## src/rtl/icache_pkg.sv

```systemverilog
// icache_pkg: shared definitions for the instruction cache.
//   - FSM state encoding
//   - default significant address width
//   - instruction width
//   - memctrl word-request address width
package icache_pkg;

  localparam int unsigned ICACHE_ADDR_BITS = 18;
  localparam int unsigned INST_W           = 32;
  localparam int unsigned MEMREQ_ADDR_W    = 32;

  typedef enum logic [1:0] {
    IDLE  = 2'd0,
    FETCH = 2'd1,
    DRAIN = 2'd2
  } icache_state_e;

  // Fills are always whole words, so the request address drops the byte offset.
  function automatic logic [MEMREQ_ADDR_W-1:0] word_align(input logic [MEMREQ_ADDR_W-1:0] a);
    return {a[MEMREQ_ADDR_W-1:2], 2'b00};
  endfunction

endpackage

```

## src/rtl/icache_array.sv

```systemverilog
// icache_array: valid/tag/data storage for a direct-mapped, one-word-per-line cache.
// Ports:
//   clk_i, rst_ni          clock, async active-low reset (clears valid bits only)
//   rd_index_i, rd_tag_i   lookup address fields
//   hit_o, rd_data_o       combinational lookup result
//   we_i                   write strobe (caller already gates with global ready)
//   wr_index_i, wr_tag_i, wr_data_i  line to install
module icache_array #(
  parameter int unsigned INDEX_BITS = 6,
  parameter int unsigned TAG_BITS   = 10,
  parameter int unsigned DATA_W     = 32
) (
  input  logic                  clk_i,
  input  logic                  rst_ni,
  input  logic [INDEX_BITS-1:0] rd_index_i,
  input  logic [TAG_BITS-1:0]   rd_tag_i,
  output logic                  hit_o,
  output logic [DATA_W-1:0]     rd_data_o,
  input  logic                  we_i,
  input  logic [INDEX_BITS-1:0] wr_index_i,
  input  logic [TAG_BITS-1:0]   wr_tag_i,
  input  logic [DATA_W-1:0]     wr_data_i
);

  localparam int unsigned LINES = 1 << INDEX_BITS;

  logic [LINES-1:0]    valid_q;
  logic [TAG_BITS-1:0] tag_q  [LINES];
  logic [DATA_W-1:0]   data_q [LINES];

  always_ff @(posedge clk_i or negedge rst_ni) begin
    if (!rst_ni) begin
      valid_q <= '0;
    end else if (we_i) begin
      valid_q[wr_index_i] <= 1'b1;
    end
  end

  // Tag/data need no reset: they are qualified by valid.
  always_ff @(posedge clk_i) begin
    if (we_i) begin
      tag_q[wr_index_i]  <= wr_tag_i;
      data_q[wr_index_i] <= wr_data_i;
    end
  end

  assign hit_o     = valid_q[rd_index_i] && (tag_q[rd_index_i] == rd_tag_i);
  assign rd_data_o = data_q[rd_index_i];

endmodule

```

## src/rtl/icache.sv

```systemverilog
// icache: direct-mapped instruction cache between IF and the memory controller.
// Ports:
//   clk_in, rst_in, rdy_in                  clock, async active-low reset, global ready
//   if_icache_en_in, if_icache_inst_addr_in fetch request from IF
//   icache_if_rdy_out, icache_if_miss_out,
//   icache_if_inst_inst_out                 registered response pulses to IF
//   icache_memctrl_en_out, _addr_out        word read request to memctrl
//   memctrl_icache_rdy_in, _inst_in         fill response
//   rob_icache_rst_in                       flush from ROB
//
// state | meaning
// IDLE  | accept fetches; hits answered next cycle
// FETCH | miss outstanding, response owed to IF
// DRAIN | miss outstanding after a flush; fill line, no response
module icache
  import icache_pkg::*;
#(
  parameter int unsigned INDEX_BITS = 6,
  parameter int unsigned ADDR_BITS  = ICACHE_ADDR_BITS
) (
  input  logic                     clk_in,
  input  logic                     rst_in,
  input  logic                     rdy_in,
  input  logic                     if_icache_en_in,
  input  logic [31:0]              if_icache_inst_addr_in,
  output logic                     icache_if_rdy_out,
  output logic                     icache_if_miss_out,
  output logic [INST_W-1:0]        icache_if_inst_inst_out,
  output logic                     icache_memctrl_en_out,
  output logic [MEMREQ_ADDR_W-1:0] icache_memctrl_addr_out,
  input  logic                     memctrl_icache_rdy_in,
  input  logic [INST_W-1:0]        memctrl_icache_inst_in,
  input  logic                     rob_icache_rst_in
);

  localparam int unsigned TAG_BITS = ADDR_BITS - INDEX_BITS - 2;

  icache_state_e state_q, state_d;

  logic                     rdy_q, rdy_d;
  logic                     miss_q, miss_d;
  logic [INST_W-1:0]        inst_q, inst_d;
  logic                     mem_en_q, mem_en_d;
  logic [MEMREQ_ADDR_W-1:0] mem_addr_q, mem_addr_d;
  logic                     fill_we;

  logic [INDEX_BITS-1:0] rd_index, wr_index;
  logic [TAG_BITS-1:0]   rd_tag, wr_tag;
  logic                  hit;
  logic [INST_W-1:0]     rd_data;

  assign rd_index = if_icache_inst_addr_in[INDEX_BITS+1:2];
  assign rd_tag   = if_icache_inst_addr_in[ADDR_BITS-1:INDEX_BITS+2];
  // The latched request address provides the fill location.
  assign wr_index = mem_addr_q[INDEX_BITS+1:2];
  assign wr_tag   = mem_addr_q[ADDR_BITS-1:INDEX_BITS+2];

  logic unused_addr_bits;
  assign unused_addr_bits = ^{if_icache_inst_addr_in[31:ADDR_BITS], if_icache_inst_addr_in[1:0]};

  icache_array #(
    .INDEX_BITS (INDEX_BITS),
    .TAG_BITS   (TAG_BITS),
    .DATA_W     (INST_W)
  ) u_array (
    .clk_i      (clk_in),
    .rst_ni     (rst_in),
    .rd_index_i (rd_index),
    .rd_tag_i   (rd_tag),
    .hit_o      (hit),
    .rd_data_o  (rd_data),
    .we_i       (fill_we && rdy_in),
    .wr_index_i (wr_index),
    .wr_tag_i   (wr_tag),
    .wr_data_i  (memctrl_icache_inst_in)
  );

  always_ff @(posedge clk_in or negedge rst_in) begin
    if (!rst_in) begin
      state_q <= IDLE;
    end else if (rdy_in) begin
      state_q <= state_d;
    end
  end

  always_comb begin
    state_d = state_q;
    unique case (state_q)
      IDLE: begin
        if (!rob_icache_rst_in && if_icache_en_in && !hit) state_d = FETCH;
      end
      FETCH: begin
        if (memctrl_icache_rdy_in)  state_d = IDLE;
        else if (rob_icache_rst_in) state_d = DRAIN;
      end
      DRAIN: begin
        if (memctrl_icache_rdy_in) state_d = IDLE;
      end
      default: state_d = IDLE;
    endcase
  end

  always_comb begin
    rdy_d      = 1'b0;
    miss_d     = 1'b0;
    inst_d     = inst_q;
    mem_en_d   = mem_en_q;
    mem_addr_d = mem_addr_q;
    fill_we    = 1'b0;
    unique case (state_q)
      IDLE: begin
        if (!rob_icache_rst_in && if_icache_en_in) begin
          if (hit) begin
            rdy_d  = 1'b1;
            inst_d = rd_data;
          end else begin
            miss_d     = 1'b1;
            mem_en_d   = 1'b1;
            mem_addr_d = word_align(if_icache_inst_addr_in);
          end
        end
      end
      FETCH: begin
        if (memctrl_icache_rdy_in) begin
          fill_we  = 1'b1;
          mem_en_d = 1'b0;
          // A flush landing on the fill cycle still installs the line but suppresses the response.
          if (!rob_icache_rst_in) begin
            rdy_d  = 1'b1;
            inst_d = memctrl_icache_inst_in;
          end
        end
      end
      DRAIN: begin
        if (memctrl_icache_rdy_in) begin
          fill_we  = 1'b1;
          mem_en_d = 1'b0;
        end
      end
      default: ;
    endcase
  end

  always_ff @(posedge clk_in or negedge rst_in) begin
    if (!rst_in) begin
      rdy_q      <= 1'b0;
      miss_q     <= 1'b0;
      inst_q     <= '0;
      mem_en_q   <= 1'b0;
      mem_addr_q <= '0;
    end else if (rdy_in) begin
      rdy_q      <= rdy_d;
      miss_q     <= miss_d;
      inst_q     <= inst_d;
      mem_en_q   <= mem_en_d;
      mem_addr_q <= mem_addr_d;
    end
  end

  assign icache_if_rdy_out       = rdy_q;
  assign icache_if_miss_out      = miss_q;
  assign icache_if_inst_inst_out = inst_q;
  assign icache_memctrl_en_out   = mem_en_q;
  assign icache_memctrl_addr_out = mem_addr_q;

endmodule

```

## config.mk

```make
export PLATFORM = sky130hd
export DESIGN_NAME = icache
export DESIGN_NICKNAME = d
export VERILOG_FILES = /design/src/rtl/icache_pkg.sv /design/src/rtl/icache_array.sv /design/src/rtl/icache.sv
export SDC_FILE = /design/constraint.sdc
export NUM_CORES = 2
export LEC_CHECK = 0
export BUFFER_PORTS_ARGS = -buffer_cell sky130_fd_sc_hd__buf_2
export CAP_MARGIN = 25
export CELL_PAD_IN_SITES_DETAIL_PLACEMENT = 1
export CELL_PAD_IN_SITES_GLOBAL_PLACEMENT = 1
export CORE_ASPECT_RATIO = 1.1
export CORE_MARGIN = 3
export CORE_UTILIZATION = 40
export DETAILED_ROUTE_END_ITERATION = 8
export PLACE_DENSITY = 0.71
export SYNTH_ARGS = -nofsm -noshare
export SYNTH_HDL_FRONTEND = slang
export SYNTH_SLANG_ARGS = --single-unit
```

## constraint.sdc

```tcl
create_clock -name clk_in -period 4.3 [get_ports clk_in]
set_clock_uncertainty 0.2 [all_clocks]
set_input_delay 0 -clock clk_in [delete_from_list [all_inputs] [get_ports clk_in]]
set_output_delay 0 -clock clk_in [all_outputs]
set_load 0.1 [all_outputs]
```

Yosys cells after proc, flatten, opt, wreduce, memory -nomap -nowiden
Memories as Yosys holds them, arrays and structs flattened. Index checks and enable logic that the tools add are counted.

Div/mod/pow operators: 0. Multiplexer cells: 30. Order comparisons: 3. Reduce and logical (&&, ||, !) cells: 15. Bitwise operators: 2. Multipliers: 0. Shift operators: 0. Add/subtract/negate cells: 0. Equal/unequal tests: 12.

Operators with widths (count): 32-bit 2-to-1 mux (4); 64-bit OR (1); 32-bit case mux with 2 select lines (1); 1-bit 2-to-1 mux (16); 6-bit by 7-bit less-than comparator with 1-bit output (second input constant) (2); 2-bit != test (second input constant) (7); 10-bit == test (1); 2-bit 2-to-1 mux (4); 4-bit AND reduction (2); 1-bit binary-select mux with 6-bit select (1); 1-bit demux with 6-bit select (1); 6-bit by 1-bit greater-or-equal comparator with 1-bit output (second input constant) (1); 2-bit case mux with 3 select lines (1); 6-bit AND reduction (1); 1-bit logical AND (5); 5-bit AND reduction (1); 1-bit case mux with 2 select lines (2); 2-bit nonzero test (2); 3-bit != test (second input constant) (1); 2-bit by 1-bit == test with 1-bit output (second input constant) (1); 2-bit == test (second input constant) (1); 1-bit zero test (2); 2-bit zero test (1); 2-bit by 1-bit != test with 1-bit output (second input constant) (1); other kinds (2) (2).

Input bits: 70. ROM bits: 0. RAM bits: 2688. Output and inout bits: 67. Logic and storage cells: 71. Memories kept: 2. Bits in latches: 0. Flip-flop bits (word level): 131.

Memory list: u_array.data_q (words 64, width 32, read ports 1, clocked after memory_dff 0, wr ports 1, line icache_array.sv:29) `logic [DATA_W-1:0] data_q [LINES];`; u_array.tag_q (words 64, width 10, read ports 1, clocked after memory_dff 0, wr ports 1, line icache_array.sv:28) `logic [TAG_BITS-1:0] tag_q [LINES];`.

Logic depth before layout (Yosys ltp)
Depth in word-level cells: 7. Gate-level depth with buffers: 15.

Hierarchy
Synthesis repeated with hierarchy kept, for this count alone.

Cells, all modules: 4531. Area total of the unflattened synthesis: 108333.9 µm².

By module, submodules not included: icache_array (times used 1, cells each 4323, sequential area each 82319.0 µm², area an instance 105205.9 µm²); icache (times used 1, cells each 208, sequential area each 1676.6 µm², area an instance 3128.0 µm²).

Worst setup path before layout
OpenSTA, ideal clock, no wires.

Kind: flip-flop to flip-flop. Start point: register mem_addr_q[6] (netlist: icache_memctrl_addr_out[6]). End point: memory u_array.data_q[16][0] (enable). Stages on the path, launching flop included: 5. Arrival: 3.616 ns. Path slack: 0.041 ns. Setup time: 0.442 ns. Path buffers: 2. Path through: dfrtp_1 -> clkbuf_1 -> or3b_2 -> clkbuf_1 -> nor2_1.

RTL lines: from (decl) (line icache.sv:44) `logic [MEMREQ_ADDR_W-1:0] mem_addr_q, mem_addr_d;`; from (signal assigned) (line icache.sv:156) `mem_addr_q <= mem_addr_d;`; to (decl) (line icache_array.sv:29).

No word-level cell before the write port.

Final worst setup path
Start point: input port if_icache_inst_addr_in[3]. End point: register miss_q (netlist: icache_if_miss_out).

Word-level cells in the longest chain between the ends: 6. Elaborated cells between the ends (all ways): 8.

Ends and longest elaborated chain: from (decl) (line icache.sv:25) `input logic [31:0] if_icache_inst_addr_in,`; memory 64 x 10 bit / 1-bit binary-select mux with 6-bit select (equally long branches); 10-bit == test / 1-bit 2-to-1 mux (equally long branches) (line icache_array.sv:47) `assign hit_o = valid_q[rd_index_i] && (tag_q[rd_index_i] == rd_tag_i);`; 1-bit logical AND * (line icache_array.sv:47); 1-bit 2-to-1 mux * (line icache.sv:113) `if (hit) begin`; 1-bit 2-to-1 mux * (line icache.sv:112) `if (!rob_icache_rst_in && if_icache_en_in) begin`; 1-bit 2-to-1 mux * (line icache.sv:110) `unique case (state_q)`; to (signal assigned) (line icache.sv:153) `miss_q <= miss_d;`; to (decl) (line icache.sv:41) `logic miss_q, miss_d;`.

Every way passes the cells marked *; elsewhere a longest branch is shown, timed or not. The select of a mux whose other input is x is not followed. A chain may end at the register's enable or synchronous reset.

==> results by group <==
Outcome
  – Status: complete, no violations

Worst setup path
  – Worst-path cell with the longest stage delay: dlygate4sd3_1
  – Crit Path Class: in2reg
  – Worst Path Arrival: 4700 ps
  – CP Cell Sequence: dlygate4sd3_1 > buf_8 > buf_12 > buf_6 > mux4_2 > mux2i_1 > a22oi_1 > nand3_1 > o21ai_0 > buf_4 > xor2_1 > nor4_4 > buf_4 > a21oi_4 > buf_4 > a21o_1 > dlygate4sd3_1
  – Most frequent CP cell: buf_4
  – Critical path's largest stage delay: 580 ps
  – CP Max Fanout: 33
  – CP Capture Type: flop
  – CP startpoint kind: primary input
  – Required @ worst endpoint: 4790 ps

STA
  – Tcrit/Tclk final: 98.1%
  – Rel. slew slack: 31.0%
  – Final hold viol count: 0
  – RSZ-0062 raised after global routing: false
  – Sum Neg Setup Slack: 0 ps
  – Minimum clock period: 4220 ps
  – Max-slew violations: 0
  – Final Setup Violations: 0
  – Least-Margin Pin Slew: 1030 ps
  – Max Fclk: 0.237 GHz

Global routing
  – Overflow after GRT: 0
  – Vias in the first global route: 55,426
  – Antenna violations before repair: 15
  – First-pass GRT wire length: 442 mm
  – Pin count of the biggest net entering global routing: 140
  – Total GRT Usage: 22.6%

Drt
  – Vias per inst: 6.03
  – Wire per inst: 35.7 um
  – 1st-pass router iterations: 6
  – Residual DRC: 0
  – Final wirelength: 316 mm
  – Via count: 53,397
  – ANT nets after route: 0
  – DRT iter0 DRCs: 7,458

Die
  – Core ar.: 268,000 um2
  – Row count: 199
  – IO Count: 137
  – Die W: 502 um
  – Die height: 552 um
  – Die ar.: 277,000 um2
  – Initial core utilization: 40.4%

Clock network
  – Max Buffers Root-to-Sink: 4
  – H-tree depth: 5
  – Clock transition at path regs: 60 ps
  – CTS sink cnt: 2,819
  – Worst skew pair latency: 840 ps
  – Clock root cell: clkbuf_16
  – CTS tree: yes
  – Setup Buffers After CTS: 0
  – CTS Buf Count: 277

Yosys
  – Register area share after synthesis: 77.5%
  – Async SR Flop Fraction: 4.65%
  – Top_reg_cell synth: edfxtp_1
  – EDFF count, synth: 2,688
  – Yosys warning count: 0
  – Unique masters post-synth: 65
  – Gate count after technology mapping: 4,551
  – Synth Cell Area: 108,000 um2
  – Syn_area_per_cell: 23.8 um2
  – FF+latch count, synth: 2,819

Run
  – Max cap viols: 0

Placed design
  – Placer Congestion: 0.829
  – Area of placed instances: 115,000 um2
  – HPWL after DPL: 176 mm
  – Buffers on Ports: 132

Power and ir drop
  – PwrDens: 511 nW/um2
  – Leak: 40.4 nW
  – Worst VDD drop: 0.408 mV

Worst hold path
  – Type of the tightest min-delay check: in2reg

Finish
  – Final Util: 46.9%
  – Fillers: 23,829
  – Synthesis-to-layout area growth: 16.2%
  – Share of cells above drive strength 1: 35.1%
  – Layout Nets: 5,191
  – Final instance area: 126,000 um2
==> sequential cells by signal, indices dropped and copies added, names as in the netlist <==
register and cells:
u_array.data_q 2048, u_array.tag_q 640, u_array.valid_q 64, icache_if_inst_inst_out 32
icache_memctrl_addr_out 30, state_q 2, icache_if_miss_out 1, icache_if_rdy_out 1
icache_memctrl_en_out 1
==> cells in the mapped netlist, types with 20 or more instances <==
cell type,count,area share (%)
buf_4,37,0.26
nor2b_1,24,0.14
clkbuf_1,62,0.21
nand3_1,20,0.092
mux2i_1,102,0.94
or2_2,67,0.39
dfrtp_1,131,3.0
buf_2,101,0.47
a22oi_1,41,0.28
mux2_2,111,1.2
nand2_1,41,0.14
nor2_1,89,0.31
a21oi_1,24,0.11
edfxtp_1,2688,74
inv_1,23,0.080
mux4_2,800,17
==> cell families after synthesis <==
family / Yosys count / synth area share (%)
xor+xnor: 5 / 0.0404
other cells: 1 / 0.00346
compound gates: 149 / 0.983
mux: 1014 / 18.7
simple gates: 299 / 1.43
flops: 2819 / 77.5
fa+ha+maj: 3 / 0.0346
buf+inv: 261 / 1.29
==> stage by stage <==
step,std cells,hold slack (ps),total power (W),setup WS [ps]
5_1_grt,8845,3.08,0.0663,33.3
3_3_place_gp,8216,-92.0,0.0406,-63.4
4_1_cts,8803,9.34,0.0646,101
6_report,8849,2.14,0.0644,80.7
2_1_floorplan,4552,-496,0.0380,41.4
3_5_place_dp,8216,-77.9,0.0409,-18.0
==> where the power goes <==
group / total (W) / internal (W) / leakage [nW] / switching (W)
sequential: 0.0327 / 0.0318 / 25.9 / 0.000864
combinational: 0.00790 / 0.00226 / 10.2 / 0.00563
clock: 0.0238 / 0.0136 / 4.33 / 0.0102
==> layout by cell type (no fill, tap or decap), types with 24 or more instances in the layout <==
cell type,instances
nor2_4,64
edfxtp_1,2688
or2_2,67
mux4_2,800
mux2i_1,102
buf_12,96
clkinv_2,56
buf_4,183
nor2_1,25
clkbuf_1,38
buf_2,126
a22oi_1,41
a21oi_1,24
mux2_2,111
dfrtp_1,121
nor2b_1,24
clkinv_1,56
clkbuf_16,292
dlygate4sd3_1,110
nand2_1,41
==> final timing paths <==
kind | start | endpoint | slack (ps) | cells past startpoint
setup reg to reg | u_array.tag_q[57][9] | icache_if_miss_out | 140 | 13
setup / recovery | if_icache_inst_addr_in[3] | icache_if_miss_out | 80 | 17
hold / removal | memctrl_icache_inst_in[19] | u_array.data_q[7][19] | 2 | 2
min in group asynchronous | rst_in | u_array.valid_q[6] | 210 | 4
max in group asynchronous | rst_in | icache_if_inst_inst_out[18] | 3190 | 4
hold reg to reg | u_array.valid_q[31] | u_array.valid_q[31] | 260 | 1
==> what timing repair did <==
| action | CTS | global route |
|---|---|---|
| gates resized for setup | 0 | 1 |
| setup endpoints to repair | 0 | 1 |
| hold endpoints to repair | 2225 | 76 |
| hold buffers | 99 | 12 |
==> critical path: cells and delay by family <==
family / cells / cell delay [ps]
buffers and inverters: 8 / 2570
muxes: 2 / 820
and+or+nand+nor: 2 / 620
AOI/OAI and AO/OA: 4 / 490
xor gates and xnor gates: 1 / 160
==> routing by layer <==
metal | global-route usage, % | part of all wire [%] | up-vias
met3 | 4.14 | 8.5 | 633
met1 | 29.4 | 37 | 29267
met4 | 7.76 | 3.8 | 4
li1 | - | - | 20567
met5 | 0 | 0.0085 | -
met2 | 38.4 | 51 | 2926
==> final cells by class <==
cell class,instances,area (um2),share of cell area (%)
clock buffer,344,7640,6.07
inverter,24,91.3,0.0725
multi-input combinational,1472,23500,18.7
clock inverter,144,1130,0.896
tap,3517,4400,3.49
antenna,5,12.5,0.00993
sequential,2819,84000,66.7
timing repair buffer,524,5190,4.12
(Power assumes the default switching activity.)
